### src/rtl/hatch_if.sv
// hatch_if: command inputs and display/status outputs of the incubation sequencer
interface hatch_if;
  logic start, stop, temp_ok;
  logic [3:0] num;
  logic st, temp, done, fail;
  modport master(output start, stop, temp_ok, input num, st, temp, done, fail);
  modport slave(input start, stop, temp_ok, output num, st, temp, done, fail);
endinterface

### src/rtl/hatch_seq.sv
// hatch_seq: egg incubation stage sequencer driving a dot-matrix stage display
module hatch_seq #(
  parameter int TICKS_PER_STAGE = 1000,
  parameter int LAST_STAGE = 11,
  parameter int GOOD_TICKS = 200,
  parameter int FAIL_TICKS = 5000
) (
  input logic clk,
  input logic rst,
  hatch_if.slave h
);
  typedef enum logic [2:0] {IDLE, RUN, HOLD, DONE, FAIL} state_t;
  state_t state, state_n;
  logic [3:0] num_n;
  logic [15:0] tick, tick_n, good, good_n, hold, hold_n;
  always_comb begin
    state_n = state;
    num_n = h.num;
    tick_n = tick;
    good_n = good;
    hold_n = hold;
    case (state)
      RUN:
        if (!h.temp_ok) begin
          state_n = HOLD;
          good_n = '0;
          hold_n = '0;
        end else if (tick == 16'(TICKS_PER_STAGE - 1)) begin
          tick_n = '0;
          num_n = h.num + 4'd1;
          state_n = (num_n == 4'(LAST_STAGE)) ? DONE : RUN;
        end else tick_n = tick + 16'd1;
      HOLD: begin
        hold_n = hold + 16'd1;
        good_n = h.temp_ok ? good + 16'd1 : '0;
        // a timeout on the same cycle as recovery still fails the batch
        if (hold_n == 16'(FAIL_TICKS)) begin
          state_n = FAIL;
          num_n = 4'd15;
        end else if (good_n == 16'(GOOD_TICKS)) begin
          state_n = RUN;
          good_n = '0;
        end
      end
      IDLE, DONE, FAIL:
        if (h.start) begin
          state_n = RUN;
          num_n = '0;
          tick_n = '0;
          good_n = '0;
          hold_n = '0;
        end
      default: state_n = IDLE;
    endcase
    if (h.stop) begin
      state_n = IDLE;
      num_n = '0;
      tick_n = '0;
      good_n = '0;
      hold_n = '0;
    end
  end
  always_ff @(posedge clk or posedge rst)
    if (rst) begin
      state <= IDLE;
      tick <= '0;
      good <= '0;
      hold <= '0;
      h.num <= '0;
      h.st <= 1'b0;
      h.temp <= 1'b0;
      h.done <= 1'b0;
      h.fail <= 1'b0;
    end else begin
      state <= state_n;
      tick <= tick_n;
      good <= good_n;
      hold <= hold_n;
      h.num <= num_n;
      h.st <= state_n != IDLE;
      h.temp <= state_n == HOLD || state_n == FAIL;
      h.done <= state_n == DONE;
      h.fail <= state_n == FAIL;
    end
endmodule

### src/flat_wrapper.sv
// flat-port wrapper written by rule: the top's interface ports become plain ports
module hatch_seq_flat 
#(
  parameter int TICKS_PER_STAGE = 1000,
  parameter int LAST_STAGE = 11,
  parameter int GOOD_TICKS = 200,
  parameter int FAIL_TICKS = 5000
)
  (clk, rst, h_start, h_stop, h_temp_ok, h_num, h_st, h_temp, h_done, h_fail);
  hatch_if h_i ();
  input logic clk;
  input logic rst;
  input wire logic [$bits(h_i.start)-1:0] h_start;
  input wire logic [$bits(h_i.stop)-1:0] h_stop;
  input wire logic [$bits(h_i.temp_ok)-1:0] h_temp_ok;
  output wire logic [$bits(h_i.num)-1:0] h_num;
  output wire logic [$bits(h_i.st)-1:0] h_st;
  output wire logic [$bits(h_i.temp)-1:0] h_temp;
  output wire logic [$bits(h_i.done)-1:0] h_done;
  output wire logic [$bits(h_i.fail)-1:0] h_fail;
  assign h_i.start = h_start;
  assign h_i.stop = h_stop;
  assign h_i.temp_ok = h_temp_ok;
  assign h_num = h_i.num;
  assign h_st = h_i.st;
  assign h_temp = h_i.temp;
  assign h_done = h_i.done;
  assign h_fail = h_i.fail;
  hatch_seq #(.TICKS_PER_STAGE(TICKS_PER_STAGE), .LAST_STAGE(LAST_STAGE), .GOOD_TICKS(GOOD_TICKS), .FAIL_TICKS(FAIL_TICKS)) u_core (.clk(clk), .rst(rst), .h(h_i));
endmodule
### config.mk
export PLATFORM = sky130hd
export DESIGN_NAME = hatch_seq_flat
export DESIGN_NICKNAME = d
export VERILOG_FILES = /design/src/rtl/hatch_if.sv /design/src/rtl/hatch_seq.sv /design/src/flat_wrapper.sv
export SDC_FILE = /design/constraint.sdc
export NUM_CORES = 1
export LEC_CHECK = 0
export BUFFER_PORTS_ARGS = -buffer_cell sky130_fd_sc_hd__buf_4
export CORE_MARGIN = 2
export CORE_UTILIZATION = 40
export DETAILED_ROUTE_END_ITERATION = 8
export REMOVE_ABC_BUFFERS = 1
export SLEW_MARGIN = 20
export SYNTH_ARGS = -nofsm -noshare
export SYNTH_HDL_FRONTEND = slang
export SYNTH_SLANG_ARGS = --single-unit
### constraint.sdc
create_clock -name clk -period 2.78 [get_ports clk]
set_clock_uncertainty 0.05 [all_clocks]
set_input_delay 0.278 -clock clk [delete_from_list [all_inputs] [get_ports clk]]
set_output_delay 0.278 -clock clk [all_outputs]
set_load 0.01 [all_outputs]
# Word-level counts from Yosys, hierarchy flattened
# Index checks and enable logic that the tools add are counted.
totals:
  input_bits: 5
  word_cells: 65
  out_inout_bits: 8
  reg_bits: 59
op_classes:
  n_mux: 27
  reduce_logical: 9
  n_eq_ne: 16
  addsub: 4
op_table:
  columns: ["operator", "n"]
  rows:
  - ["16-bit 2-to-1 mux", 10]
  - ["16-bit case mux with 3 select lines", 2]
  - ["16-bit by 1-bit adder with 16-bit output (second input constant)", 3]
  - ["16-bit case mux with 2 select lines", 1]
  - ["4-bit 2-to-1 mux", 5]
  - ["3-bit 2-to-1 mux", 6]
  - ["16-bit by 10-bit equality test with 1-bit output (second input constant)", 1]
  - ["16-bit by 13-bit equality test with 1-bit output (second input constant)", 1]
  - ["16-bit by 8-bit equality test with 1-bit output (second input constant)", 1]
  - ["3-bit by 2-bit equality test with 1-bit output (second input constant)", 4]
  - ["4-bit case mux with 3 select lines", 1]
  - ["3-bit inequality test (second input constant)", 3]
  - ["3-bit case mux with 3 select lines", 1]
  - ["3-bit equality test (second input constant)", 2]
  - ["3-bit by 2-bit inequality test with 1-bit output (second input constant)", 2]
  - ["3-bit AND reduction", 2]
  - ["3-bit nonzero test", 2]
  - ["5-bit AND reduction", 1]
  - ["4-bit by 1-bit adder with 4-bit output (second input constant)", 1]
  - ["4-bit equality test (second input constant)", 1]
  - ["4-bit nonzero test", 1]
  - ["3-bit by 1-bit equality test with 1-bit output (second input constant)", 1]
  - ["3-bit logical NOT", 1]
  - ["3-bit OR reduction", 1]
  - ["2 further kinds", 2]

# Depth between registers and ports, before layout
logic_depth:
  word_depth: 9
  mapped_depth: 9
  ltp_nobuf: 8

# Worst setup path before layout
# No wires, ideal clock.
synth_timing:
  kind: "flip-flop to flip-flop"
  startpoint: "reg u_core.hold[0]"
  endpoint: "reg u_core.h.num[0]"
  arrival_time_ns: 2.126
  required_time_ns: 2.605
  slack_ns: 0.479
  synth_period_minus_slack_ns: 2.301
  setup_ns: 0.125
  path_stages_with_launch: 9
  n_path_buf: 0
  path_cell_list: "dfrtp_1 ha_1 nand3_1 nor3_2 mux2i_1 and4_4 a21oi_4 nor2_2 mux2_4"
synth_between:
  elab_chain_len: 4
synth_rtl:
  columns: ["item", "line", "source"]
  rows:
  - ["start, declared", "hatch_seq.sv:15", "logic [15:0] tick, tick_n, good, good_n, hold, hold_n;"]
  - ["start signal, assigned", "hatch_seq.sv:78", "hold <= hold_n;"]
  - ["16-bit by 1-bit adder with 16-bit output", "hatch_seq.sv:34", "hold_n = hold + 16'd1;"]
  - ["16-bit by 13-bit equality test with 1-bit output", "hatch_seq.sv:37", "if (hold_n == 16'(FAIL_TICKS)) begin"]
  - ["3-bit by 2-bit inequality test with 1-bit output (no source line)", null, null]
  - ["5-bit AND reduction (no source line)", null, null]
  - ["end signal, assigned", "hatch_seq.sv:79", "h.num <= num_n;"]
  - ["end, declared", "hatch_if.sv:7", "modport slave(input start, stop, temp_ok, output num, st, temp, done, fail);"]
# Every way passes these cells.
# A chain may end at the register's enable or synchronous reset.

# Worst setup path in the final report
# Same ends and word-level chain as after synthesis.

==> flow_summary.ini <==
[worst_setup_path]
critPathBufInv = 0
required_ns = 2.96
arrival_ns = 2.63
critPathLaunchType = flop
cp_max_fo = 7
critPathCaptureType = flop
worst_path_max_delay_cell = dfrtp_1
cpPeakStageDelay_ns = 0.45
crit_chain = ha_1, nand3_1, nor3_2, mux2i_1, and4_4, a21oi_4, nor2_2, mux2_4
crit_type = reg -> reg
cp_top_family = simple AND/OR/NAND/NOR gates

[global_route]
grt_max_degree = 33
antenna_found_initial = 0
grt_first_pass_wirelength_mm = 14.6
grt_overflow = 0
track_usage_pct = 17.8
grt_pass1_vias = 3019

[logic_synthesis]
synth_top_family_by_area = simple AND/OR/NAND/NOR gates
async_reset_ff_share_pct = 100
synth_most_common_cell = dfrtp_1
synthFlopType = dfrtp_1
ys_warn_count = 0
synth-seq-cells = 59
seq_area_frac_synth_pct = 39.5
synth_xor_area_share_pct = 5.85
synthMuxAreaShare_pct = 1.61
yosys.area.top_type = dfrtp_1
synth_compound_area_share_pct = 19.3
netlist_instances = 439
synthesis.area_mm2 = 0.00374
synth_top_area_share_pct = 39.5
yosysUniqueCellTypes = 70
synth_area_per_cell_um2 = 8.52
synthAdderAreaFrac_pct = 1.67
synth.area.top_cells = dfrtp_1, o21ai_0, nand2_1, nor2_1, xor2_1
synth_commonest_cells = dfrtp_1, nand2_1, o21ai_0
synthSimpleGateAreaFrac_pct = 28.0
synth_edf_count = 0

[clock_network]
cts-resized-gates = 0
clk_pin_slew_ns = 0.07
cts.sinks = 59
cts_tree = built
cts_setup_buffers = 0
hold_buffers = 0
htreeDepth = 3
numCtsBuffers = 9
clk_latency_ns = 0.34
root_buffer = clkbuf_8
clock_path_buffers = 2

[route]
drc = 0
ant_nets = 0
drt-pass1-iter-count = 4
routedWlPerCell_um = 15.1
drt_iter0_drc = 160
via_count = 3154
vias_per_cell = 5.64
wirelength_mm = 8.43

[outcome]
run_status = complete, but fails checks
violations = negative hold slack

[flow_run]
maxCapViolations = 0

[power_and_ir_drop]
switching_power_uw = 500
combPwrFrac_pct = 10.3
ir_drop_v = 0.000224
swShare_pct = 26.6
intPower_mw = 1.38
total_leakage_power_nw = 1.70
power.density_mw_per_mm2 = 457
seq_power_share_pct = 47.8
clkPwrFrac_pct = 41.9

[timing]
rsz0062_at_grt = no
final.min_clock_period_ns = 2.45
slew_headroom_pct = 53.8
final_hold_viol_count = 9
setup_viol = 0
fmax_mhz = 409
final_min_period_over_clock_period_pct = 88.0
whs_ns = -0.00492
drv_slew = 0
tns_ns = 0
worstMarginPinSlew_ns = 0.691

[worst_hold_path]
hold_class = in -> async

[cells_and_area]
antenna_cells = 0
drive_gt1_share_pct = 12.7
syn2layout_area_growth_pct = 10.0
regArea_mm2 = 0.00148
final_nets = 453
multi_input_comb_area_mm2 = 0.00211
fillCellCount = 895
finalNonFillerCells = 559
fin_util_pct = 44.9

[die]
die_area_mm2 = 0.0101
ios = 13
fp.dieH_um = 101
dieWidth_um = 101
start_util_pct = 40.9
core-area_mm2 = 0.00915
num_rows = 35

[placed_design]
dp_cells = 543
io_buffers = 12
gp_congestion = 0.800
hpwl_mm = 5.64
[final timing paths]
check                                       startpoint                           to  slack, ns  cells past startpoint
hold reg to reg            u_core.hold[15]$_DFFE_PP0P_  u_core.hold[15]$_DFFE_PP0P_       0.45                      1
hold / removal                                     rst  u_core.hold[11]$_DFFE_PP0P_     -0.005                      2
setup / recovery            u_core.hold[0]$_DFFE_PP0P_  u_core.h.num[0]$_DFFE_PP0P_       0.33                      8
setup reg to reg            u_core.hold[0]$_DFFE_PP0P_  u_core.h.num[0]$_DFFE_PP0P_       0.33                      8
max in group asynchronous                          rst   u_core.good[1]$_DFFE_PP0P_       2.08                      3
min in group clk                                h_stop    u_core.state[2]$_DFF_PP0_       0.15                      2
[cell usage in the layout, fill, tap and decap left out, types with 9 or more instances in the layout]
cell,n
nand3_1,18
nor2_1,43
buf_4,17
clkbuf_8,10
nand2_1,56
nand4_1,11
xnor2_1,9
dfrtp_1,59
and2_1,10
o21ai_0,46
inv_1,10
xor2_1,16
a21oi_1,16
[per-layer routing]
layer / track usage, % / share of wire, % / vias up / routed length (µm)
met3: 3.61 / 3.4 / 8 / 284
li1: - / - / 1574 / -
met5: 0 / 0 / - / 0
met1: 24.4 / 48 / 1521 / 4090
met4: 6.95 / 1.2 / 0 / 102
met2: 27.7 / 47 / 51 / 3960
[layout make-up]
cell class | count | area share, %
clock buffers | 11 | 3.44
clock inverters | 5 | 1.28
inverters | 12 | 1.09
multi-input cells | 343 | 51.3
flip-flops and latches | 59 | 35.9
well taps | 111 | 3.38
repair buffers | 18 | 3.59
[power by group through the flow]
stage	combinational [mW]	sequential, mW	clock, mW
after floorplan	0.121	0.914	0
after detailed placement	0.195	0.914	0
after CTS	0.196	0.898	0.805
after global placement	0.192	0.915	0
after global routing	0.216	0.902	0.847
final	0.194	0.899	0.787
[sequential cells by signal, indices dropped and copies added, names as in the netlist]
signal         cells
u_core.state       3
u_core.h.st        1
u_core.tick       16
u_core.h.num       4
u_core.h.done      1
u_core.good       16
u_core.hold       16
u_core.h.fail      1
u_core.h.temp      1
[worst reg2reg max path: stages (launching register included)]
cell	delay [ns]
dfrtp_1	0.45
ha_1	0.29
nand3_1	0.14
nor3_2	0.26
mux2i_1	0.26
and4_4	0.28
a21oi_4	0.08
nor2_2	0.22
mux2_4	0.32
[cell families after synthesis]
logic type                 Yosys count
AOI/OAI and AO/OA                  111
adders and majority gates            5
buffers and inverters               37
DFF                                 59
and+or+nand+nor                    197
muxes                                5
xor gates and xnor gates            25
[through the flow]
step | hold WS [ns] | cell area (µm²) | total power, mW | setup slack (ns)
6_report | -0.00492 | 4110 | 1.88 | 0.332
5_1_grt | 0.0391 | 4110 | 1.97 | 0.135
4_1_cts | 0.0161 | 4110 | 1.90 | 0.312
3_5_place_dp | 0.386 | 3920 | 1.11 | 0.369
3_3_place_gp | 0.381 | 3920 | 1.11 | 0.413
2_1_floorplan | 0.291 | 3630 | 1.03 | 0.474
Power figures use the tool's default switching activity.
